===== config.mk =====
export PLATFORM = sky130hd
export DESIGN_NAME = seq_divider_flat
export DESIGN_NICKNAME = d
export VERILOG_FILES = /design/src/rtl/div_pkg.sv /design/src/rtl/seq_divider_if.sv /design/src/rtl/div_step.sv /design/src/rtl/seq_divider.sv /design/src/flat_wrapper.sv
export SDC_FILE = /design/constraint.sdc
export NUM_CORES = 1
export LEC_CHECK = 0
export CORE_MARGIN = 4
export CORE_UTILIZATION = 57
export CTS_CLUSTER_DIAMETER = 200
export CTS_CLUSTER_SIZE = 24
export DETAILED_ROUTE_END_ITERATION = 7
export PLACE_DENSITY = 0.81
export SLEW_MARGIN = 20
export SYNTH_ARGS = -nofsm -noshare
export SYNTH_HDL_FRONTEND = slang
export SYNTH_SLANG_ARGS = --single-unit
export TNS_END_PERCENT = 100

===== constraint.sdc =====
create_clock -name clk -period 4.15 [get_ports clk]
set_input_delay 0.83 -clock clk [delete_from_list [all_inputs] [get_ports clk]]
set_output_delay 0.83 -clock clk [all_outputs]
set_load 0.05 [all_outputs]

===== src/rtl/div_pkg.sv =====
// Shared definitions for the sequential divider: state encodings, default width
// and the quotient reported on division by zero.
package div_pkg;

  localparam int DEF_WIDTH = 16;

  typedef enum logic [1:0] {
    IDLE = 2'd0,
    RUN  = 2'd1,
    FIX  = 2'd2
  } state_e;

  // Wide all-ones constant; users slice off the low WIDTH bits.
  localparam logic [63:0] DIV0_QUOTIENT = {64{1'b1}};

endpackage : div_pkg


===== src/rtl/seq_divider_if.sv =====
// Launch/result bundle between the control path (master) and the divider (slave).
interface seq_divider_if #(
  parameter int WIDTH = div_pkg::DEF_WIDTH
);

  logic             start;
  logic             signed_op;
  logic [WIDTH-1:0] dividend;
  logic [WIDTH-1:0] divisor;
  logic             busy;
  logic             done;
  logic [WIDTH-1:0] quotient;
  logic [WIDTH-1:0] remainder;
  logic             div_by_zero;

  modport master (
    output start, signed_op, dividend, divisor,
    input  busy, done, quotient, remainder, div_by_zero
  );

  modport slave (
    input  start, signed_op, dividend, divisor,
    output busy, done, quotient, remainder, div_by_zero
  );

endinterface : seq_divider_if


===== src/rtl/div_step.sv =====
// One restoring-division iteration: shift in the next dividend bit, then
// subtract the divisor if the shifted partial remainder is large enough.
module div_step #(
  parameter int WIDTH = div_pkg::DEF_WIDTH
) (
  input  logic [WIDTH:0]   p_in,
  input  logic             bit_in,
  input  logic [WIDTH-1:0] divisor,
  output logic [WIDTH:0]   p_out,
  output logic             q_bit
);

  logic [WIDTH:0] shifted_s;
  logic [WIDTH:0] dvs_ext_s;
  logic           ge_s;

  assign shifted_s = {p_in[WIDTH-1:0], bit_in};
  assign dvs_ext_s = {1'b0, divisor};
  // A set top bit means the shift overflowed, which is always >= divisor.
  assign ge_s      = p_in[WIDTH] | (shifted_s >= dvs_ext_s);

  // Compare/subtract/restore decision.
  always_comb begin
    p_out = shifted_s;
    q_bit = 1'b0;
    if (ge_s) begin
      p_out = shifted_s - dvs_ext_s;
      q_bit = 1'b1;
    end else begin
      p_out = shifted_s;
      q_bit = 1'b0;
    end
  end

endmodule : div_step


===== src/rtl/seq_divider.sv =====
// Iterative restoring divider, one quotient bit per clock, unsigned or signed
// (truncating toward zero). Results and flags are registered and held.
module seq_divider
  import div_pkg::*;
#(
  parameter int WIDTH = DEF_WIDTH,
  parameter int CNT_W = 5
) (
  input  logic          clk,
  input  logic          rst,
  seq_divider_if.slave  bus
);

  state_e           state_r, state_nxt_s;
  logic [WIDTH-1:0] dvd_r, dvd_nxt_s;
  logic [WIDTH-1:0] dvs_r, dvs_nxt_s;
  logic [WIDTH-1:0] q_r, q_nxt_s;
  logic [WIDTH:0]   p_r, p_nxt_s;
  logic [CNT_W-1:0] cnt_r, cnt_nxt_s;
  logic             q_neg_r, q_neg_nxt_s;
  logic             r_neg_r, r_neg_nxt_s;
  logic             busy_r, busy_nxt_s;
  logic             done_r, done_nxt_s;
  logic             div0_r, div0_nxt_s;
  logic [WIDTH-1:0] quo_r, quo_nxt_s;
  logic [WIDTH-1:0] rem_r, rem_nxt_s;

  logic             a_neg_s, b_neg_s, div_zero_s, last_iter_s;
  logic [WIDTH-1:0] a_mag_s, b_mag_s;
  logic [WIDTH:0]   step_p_s;
  logic             step_q_s;

  // Magnitudes are WIDTH bits wide, so the most-negative value maps to itself.
  assign a_neg_s     = bus.signed_op & bus.dividend[WIDTH-1];
  assign b_neg_s     = bus.signed_op & bus.divisor[WIDTH-1];
  assign a_mag_s     = a_neg_s ? -bus.dividend : bus.dividend;
  assign b_mag_s     = b_neg_s ? -bus.divisor  : bus.divisor;
  assign div_zero_s  = (bus.divisor == {WIDTH{1'b0}});
  assign last_iter_s = (cnt_r == CNT_W'(WIDTH - 1));

  div_step #(.WIDTH(WIDTH)) u_step (
    .p_in    (p_r),
    .bit_in  (dvd_r[WIDTH-1]),
    .divisor (dvs_r),
    .p_out   (step_p_s),
    .q_bit   (step_q_s)
  );

  // State register.
  always_ff @(posedge clk or posedge rst) begin
    if (rst) begin
      state_r <= IDLE;
    end else begin
      state_r <= state_nxt_s;
    end
  end

  // Next-state logic.
  always_comb begin
    state_nxt_s = state_r;
    case (state_r)
      IDLE: begin
        if (bus.start && !div_zero_s) begin
          state_nxt_s = RUN;
        end else begin
          state_nxt_s = IDLE;
        end
      end
      RUN: begin
        if (last_iter_s) begin
          state_nxt_s = FIX;
        end else begin
          state_nxt_s = RUN;
        end
      end
      FIX:     state_nxt_s = IDLE;
      default: state_nxt_s = IDLE;
    endcase
  end

  // Datapath and output next values; everything holds unless the state acts.
  always_comb begin
    dvd_nxt_s   = dvd_r;
    dvs_nxt_s   = dvs_r;
    q_nxt_s     = q_r;
    p_nxt_s     = p_r;
    cnt_nxt_s   = cnt_r;
    q_neg_nxt_s = q_neg_r;
    r_neg_nxt_s = r_neg_r;
    busy_nxt_s  = busy_r;
    done_nxt_s  = 1'b0;
    div0_nxt_s  = div0_r;
    quo_nxt_s   = quo_r;
    rem_nxt_s   = rem_r;
    case (state_r)
      IDLE: begin
        if (bus.start) begin
          if (div_zero_s) begin
            quo_nxt_s  = DIV0_QUOTIENT[WIDTH-1:0];
            rem_nxt_s  = bus.dividend;
            div0_nxt_s = 1'b1;
            done_nxt_s = 1'b1;
            busy_nxt_s = 1'b0;
          end else begin
            dvd_nxt_s   = a_mag_s;
            dvs_nxt_s   = b_mag_s;
            q_neg_nxt_s = a_neg_s ^ b_neg_s;
            r_neg_nxt_s = a_neg_s;
            p_nxt_s     = {(WIDTH+1){1'b0}};
            q_nxt_s     = {WIDTH{1'b0}};
            cnt_nxt_s   = {CNT_W{1'b0}};
            busy_nxt_s  = 1'b1;
          end
        end else begin
          busy_nxt_s = 1'b0;
        end
      end
      RUN: begin
        p_nxt_s    = step_p_s;
        q_nxt_s    = {q_r[WIDTH-2:0], step_q_s};
        dvd_nxt_s  = {dvd_r[WIDTH-2:0], 1'b0};
        cnt_nxt_s  = cnt_r + CNT_W'(1);
        busy_nxt_s = 1'b1;
      end
      FIX: begin
        quo_nxt_s  = q_neg_r ? -q_r : q_r;
        rem_nxt_s  = r_neg_r ? -p_r[WIDTH-1:0] : p_r[WIDTH-1:0];
        div0_nxt_s = 1'b0;
        done_nxt_s = 1'b1;
        busy_nxt_s = 1'b0;
      end
      default: begin
        busy_nxt_s = 1'b0;
      end
    endcase
  end

  // Datapath and output registers.
  always_ff @(posedge clk or posedge rst) begin
    if (rst) begin
      dvd_r   <= {WIDTH{1'b0}};
      dvs_r   <= {WIDTH{1'b0}};
      q_r     <= {WIDTH{1'b0}};
      p_r     <= {(WIDTH+1){1'b0}};
      cnt_r   <= {CNT_W{1'b0}};
      q_neg_r <= 1'b0;
      r_neg_r <= 1'b0;
      busy_r  <= 1'b0;
      done_r  <= 1'b0;
      div0_r  <= 1'b0;
      quo_r   <= {WIDTH{1'b0}};
      rem_r   <= {WIDTH{1'b0}};
    end else begin
      dvd_r   <= dvd_nxt_s;
      dvs_r   <= dvs_nxt_s;
      q_r     <= q_nxt_s;
      p_r     <= p_nxt_s;
      cnt_r   <= cnt_nxt_s;
      q_neg_r <= q_neg_nxt_s;
      r_neg_r <= r_neg_nxt_s;
      busy_r  <= busy_nxt_s;
      done_r  <= done_nxt_s;
      div0_r  <= div0_nxt_s;
      quo_r   <= quo_nxt_s;
      rem_r   <= rem_nxt_s;
    end
  end

  assign bus.busy        = busy_r;
  assign bus.done        = done_r;
  assign bus.quotient    = quo_r;
  assign bus.remainder   = rem_r;
  assign bus.div_by_zero = div0_r;

endmodule : seq_divider


===== src/flat_wrapper.sv =====
// flat-port wrapper written by rule: the top's interface ports become plain ports
module seq_divider_flat import div_pkg::*;
#(
  parameter int WIDTH = DEF_WIDTH,
  parameter int CNT_W = 5
)
  (clk, rst, bus_start, bus_signed_op, bus_dividend, bus_divisor, bus_busy, bus_done, bus_quotient, bus_remainder, bus_div_by_zero);
  seq_divider_if #(.WIDTH(WIDTH)) bus_i ();
  input  logic clk;
  input  logic rst;
  input wire logic [$bits(bus_i.start)-1:0] bus_start;
  input wire logic [$bits(bus_i.signed_op)-1:0] bus_signed_op;
  input wire logic [$bits(bus_i.dividend)-1:0] bus_dividend;
  input wire logic [$bits(bus_i.divisor)-1:0] bus_divisor;
  output wire logic [$bits(bus_i.busy)-1:0] bus_busy;
  output wire logic [$bits(bus_i.done)-1:0] bus_done;
  output wire logic [$bits(bus_i.quotient)-1:0] bus_quotient;
  output wire logic [$bits(bus_i.remainder)-1:0] bus_remainder;
  output wire logic [$bits(bus_i.div_by_zero)-1:0] bus_div_by_zero;
  assign bus_i.start = bus_start;
  assign bus_i.signed_op = bus_signed_op;
  assign bus_i.dividend = bus_dividend;
  assign bus_i.divisor = bus_divisor;
  assign bus_busy = bus_i.busy;
  assign bus_done = bus_i.done;
  assign bus_quotient = bus_i.quotient;
  assign bus_remainder = bus_i.remainder;
  assign bus_div_by_zero = bus_i.div_by_zero;
  seq_divider #(.WIDTH(WIDTH), .CNT_W(CNT_W)) u_core (.clk(clk), .rst(rst), .bus(bus_i));
endmodule

==> results.py <==
metrics = {
    "sta": {
        "worst_pin_slew_ns": 0.796,
        "fin_crit_sh_pct": 80.5,
        "tns_ns": 0,
        "rsz0062_at_grt": "no",
        "finalHoldViolations": 0,
        "skew_ns": 0.00981,
        "drv_slew": 0,
        "fmax_mhz": 299,
        "fin_crit_ns": 3.34,
        "setup_violations": 0,
        "slew-limit-headroom_pct": 46.9,
        "holdWs_ns": 0.492,
    },
    "placed_design": {
        "gp_congestion": 0.933,
        "postPlaceCellArea_um2": 7120,
        "post-dp-hpwl_um": 11200,
        "port_buffers": 70,
        "placedCellCount": 890,
    },
    "cts": {
        "cts_setup_buffers": 0,
        "clk_pin_slew_ns": 0.09,
        "holdBufCountCts": 0,
        "tritoncts": "built",
        "cts.sinks": 109,
        "h-tree-depth": 3,
        "cts_root_buf": "clkbuf_8",
        "cts_buffer_depth": 2,
        "numCtsBuffers": 9,
        "clock_latency_ns": 0.38,
        "ctsResizeCount": 0,
    },
    "power": {
        "leakagePower_nw": 2.99,
        "vdd_ir_drop_max_mv": 0.313,
        "p_per_area_nw_per_um2": 797,
    },
    "logic_synthesis": {
        "synth_edf_count": 0,
        "synth_flop_cell": "dfrtp_1",
        "synth-async-reset-ratio_pct": 100,
        "syn_inst": 706,
        "syn_area_per_cell_um2": 8.95,
        "synth_warnings": 0,
        "syn_nets": 765,
        "yosys_register_bits": 109,
        "synth_area_um2": 6320,
        "synth.distinct_cells": 59,
        "yosysSeqAreaShare_pct": 43.2,
    },
    "global_routing": {
        "grt_pass1_vias": 5145,
        "grt_max_degree": 94,
        "gr-total-overflow": 0,
        "grt_use_total_pct": 24.0,
        "antenna_found_initial": 0,
        "grt_pass1_wl_um": 25000,
    },
    "critical_path": {
        "start_kind": "primary input",
        "reg2reg_depth": 8,
        "crit_fanout": 26,
        "crit_required_ns": 4.43,
        "crit_path_cell_trace": "clkdlybuf4s50_1 > inv_1 > ha_1 > or3b_4 > and4bb_2 > and3b_1 > nand2_2 > a21o_1 > inv_2 > nor2_1 > a221oi_1",
        "r2r-start": "u_core.p_r[13]$_DFFE_PP0P_",
        "critical_path.endpoint_type": "flip-flop",
        "path_depth": 11,
        "critPathTopFamily": "simple AND/OR/NAND/NOR gates",
        "r2r_end": "u_core.p_r[1]$_DFFE_PP0P_",
        "cp_slowest_cell": "clkdlybuf4s50_1",
        "reg2reg_slack_ns": 1.17,
        "critical_path_buf_inv_count": 3,
        "path_class": "in2reg",
        "cp.arrival_ns": 3.62,
        "cp_slowest_stage_delay_ns": 0.44,
    },
    "cells_and_area": {
        "stdcell_area_um2": 7310,
        "fin_nets": 820,
        "layout.cells.non_filler": 906,
        "antenna_cells": 0,
        "layout-drive-gt1-share_pct": 4.70,
        "syn_to_final_growth_pct": 15.8,
        "num-fill-cells": 863,
    },
    "die": {
        "core_region_area_um2": 10800,
        "die-height_um": 113,
        "ios": 71,
        "dieArea_um2": 12800,
        "fp-row-count": 38,
        "start_util_pct": 58.3,
        "die_w_um": 113,
    },
    "hold_path": {
        "hold_path_class": "reg2reg",
        "hp-start": "u_core.dvd_r[2]$_DFFE_PP0P_",
        "holdPathEnd": "u_core.dvd_r[2]$_DFFE_PP0P_",
        "hold_path_depth": 2,
    },
    "detailed_routing": {
        "routed_wl_um": 15000,
        "viasPerCell": 5.99,
        "wl_per_cell_um": 16.5,
        "via_count": 5428,
        "drt-initial-drc-count": 602,
        "drc_errors": 0,
        "first_pass_iters": 5,
        "antenna_left": 0,
    },
    "outcome": {
        "status": "finished, final reports clean",
    },
    "job": {
        "cap_violations": 0,
    },
}
-- registers in the layout, indices dropped and copies added (netlist names) --
signal                  count
u_core.dvd_r               16
u_core.r_neg_r              1
u_core.q_neg_r              1
u_core.cnt_r                5
u_core.q_r                 16
u_core.bus.quotient        16
u_core.bus.remainder       16
u_core.dvs_r               16
u_core.bus.div_by_zero      1
u_core.p_r                 17
u_core.bus.busy             1
u_core.bus.done             1
u_core.state_r              2
-- where the power goes --
group	leakage [nW]	switching (mW)	internal [mW]
clock	0.0964	0.348	0.294
sequential	1.27	0.459	1.51
combinational	1.62	1.89	1.33
-- worst max-delay path by stage --
stage,start,slack [ns],to
finish,bus_divisor[0],0.81,u_core.bus.remainder[4]$_DFFE_PP0P_
detailed placement,bus_divisor[0],0.44,u_core.bus.remainder[4]$_DFFE_PP0P_
floorplan,rst,0.45,u_core.bus.busy$_DFF_PP0_
global placement,bus_divisor[0],0.55,u_core.bus.remainder[4]$_DFFE_PP0P_
global route,bus_divisor[0],0.63,u_core.bus.remainder[4]$_DFFE_PP0P_
CTS,bus_divisor[0],0.82,u_core.bus.remainder[4]$_DFFE_PP0P_
-- worst register-to-register path: stages, from the launching register on --
cell and delay (ns):
dfrtp_1 0.46, ha_1 0.40, a21o_1 0.22, a2111oi_0 0.49
o21ai_0 0.20, a31oi_2 0.22, buf_4 0.30, mux2i_1 0.35
o22ai_1 0.16
-- routing by layer --
layer  share of wire, %  GRT usage, %  vias to the layer above
li1                   -             -                     2618
met1                 43          32.3                     2575
met2                 47          39.6                      211
met3                7.8          3.32                       24
met4                2.1          9.29                        0
met5                  0             0                        -
-- metrics by stage --
stage	total power, mW	util, %	setup WS, ns
finish	5.83	67.5	0.810
global route	6.29	67.5	0.627
CTS	5.80	67.5	0.823
detailed placement	5.16	65.7	0.441
global placement	4.99	65.7	0.552
floorplan	4.30	-	0.446
-- layout make-up --
class	instances	area [um^2]	area share (%)
Clock buffer	12	145	1.98
Clock inverter	4	47.5	0.650
Inverter	37	144	1.97
Multi-Input combinational cell	527	3320	45.4
Sequential cell	109	2730	37.3
Tap cell	140	175	2.39
Timing Repair Buffer	77	753	10.3
-- synthesized netlist by cell type, drive strengths merged (8+ instances only) --
| cell type | count | area [um^2] |
|---|---|---|
| dfrtp | 109 | 2730 |
| nand2 | 76 | 288 |
| o21ai | 69 | 345 |
| nor2 | 66 | 248 |
| a21oi | 60 | 300 |
| xor2 | 41 | 359 |
| inv | 37 | 139 |
| clkbuf | 27 | 101 |
| xnor2 | 25 | 219 |
| ha | 22 | 275 |
| o31ai | 16 | 120 |
| nand3 | 15 | 75.1 |
| a22o | 14 | 123 |
| or3 | 13 | 81.3 |
| a32oi | 8 | 70.1 |
| nor3 | 8 | 45.0 |
-- cells by family after synthesis --
logic type / share of synthesized area [%]
AO/OA/AOI/OAI: 22.1
adder cells (fa/ha/maj): 4.68
flip-flops: 43.2
XOR/XNOR: 9.15
buffers and inverters: 4.40
AND/OR/NAND/NOR: 15.7
multiplexers: 0.792
-- cells in the final DEF, fill, tap and decap left out, drive strengths merged, types with 12 or more instances in the layout --
cell and count:
a21oi 60, a22o 14, clkbuf 12, clkdlybuf4s50 70, dfrtp 109, ha 22, inv 37, nand2 76
nand3 15, nor2 66, o21ai 69, o31ai 16, or3 13, xnor2 25, xor2 41
No activity file was read; power rests on OpenSTA's default activity.
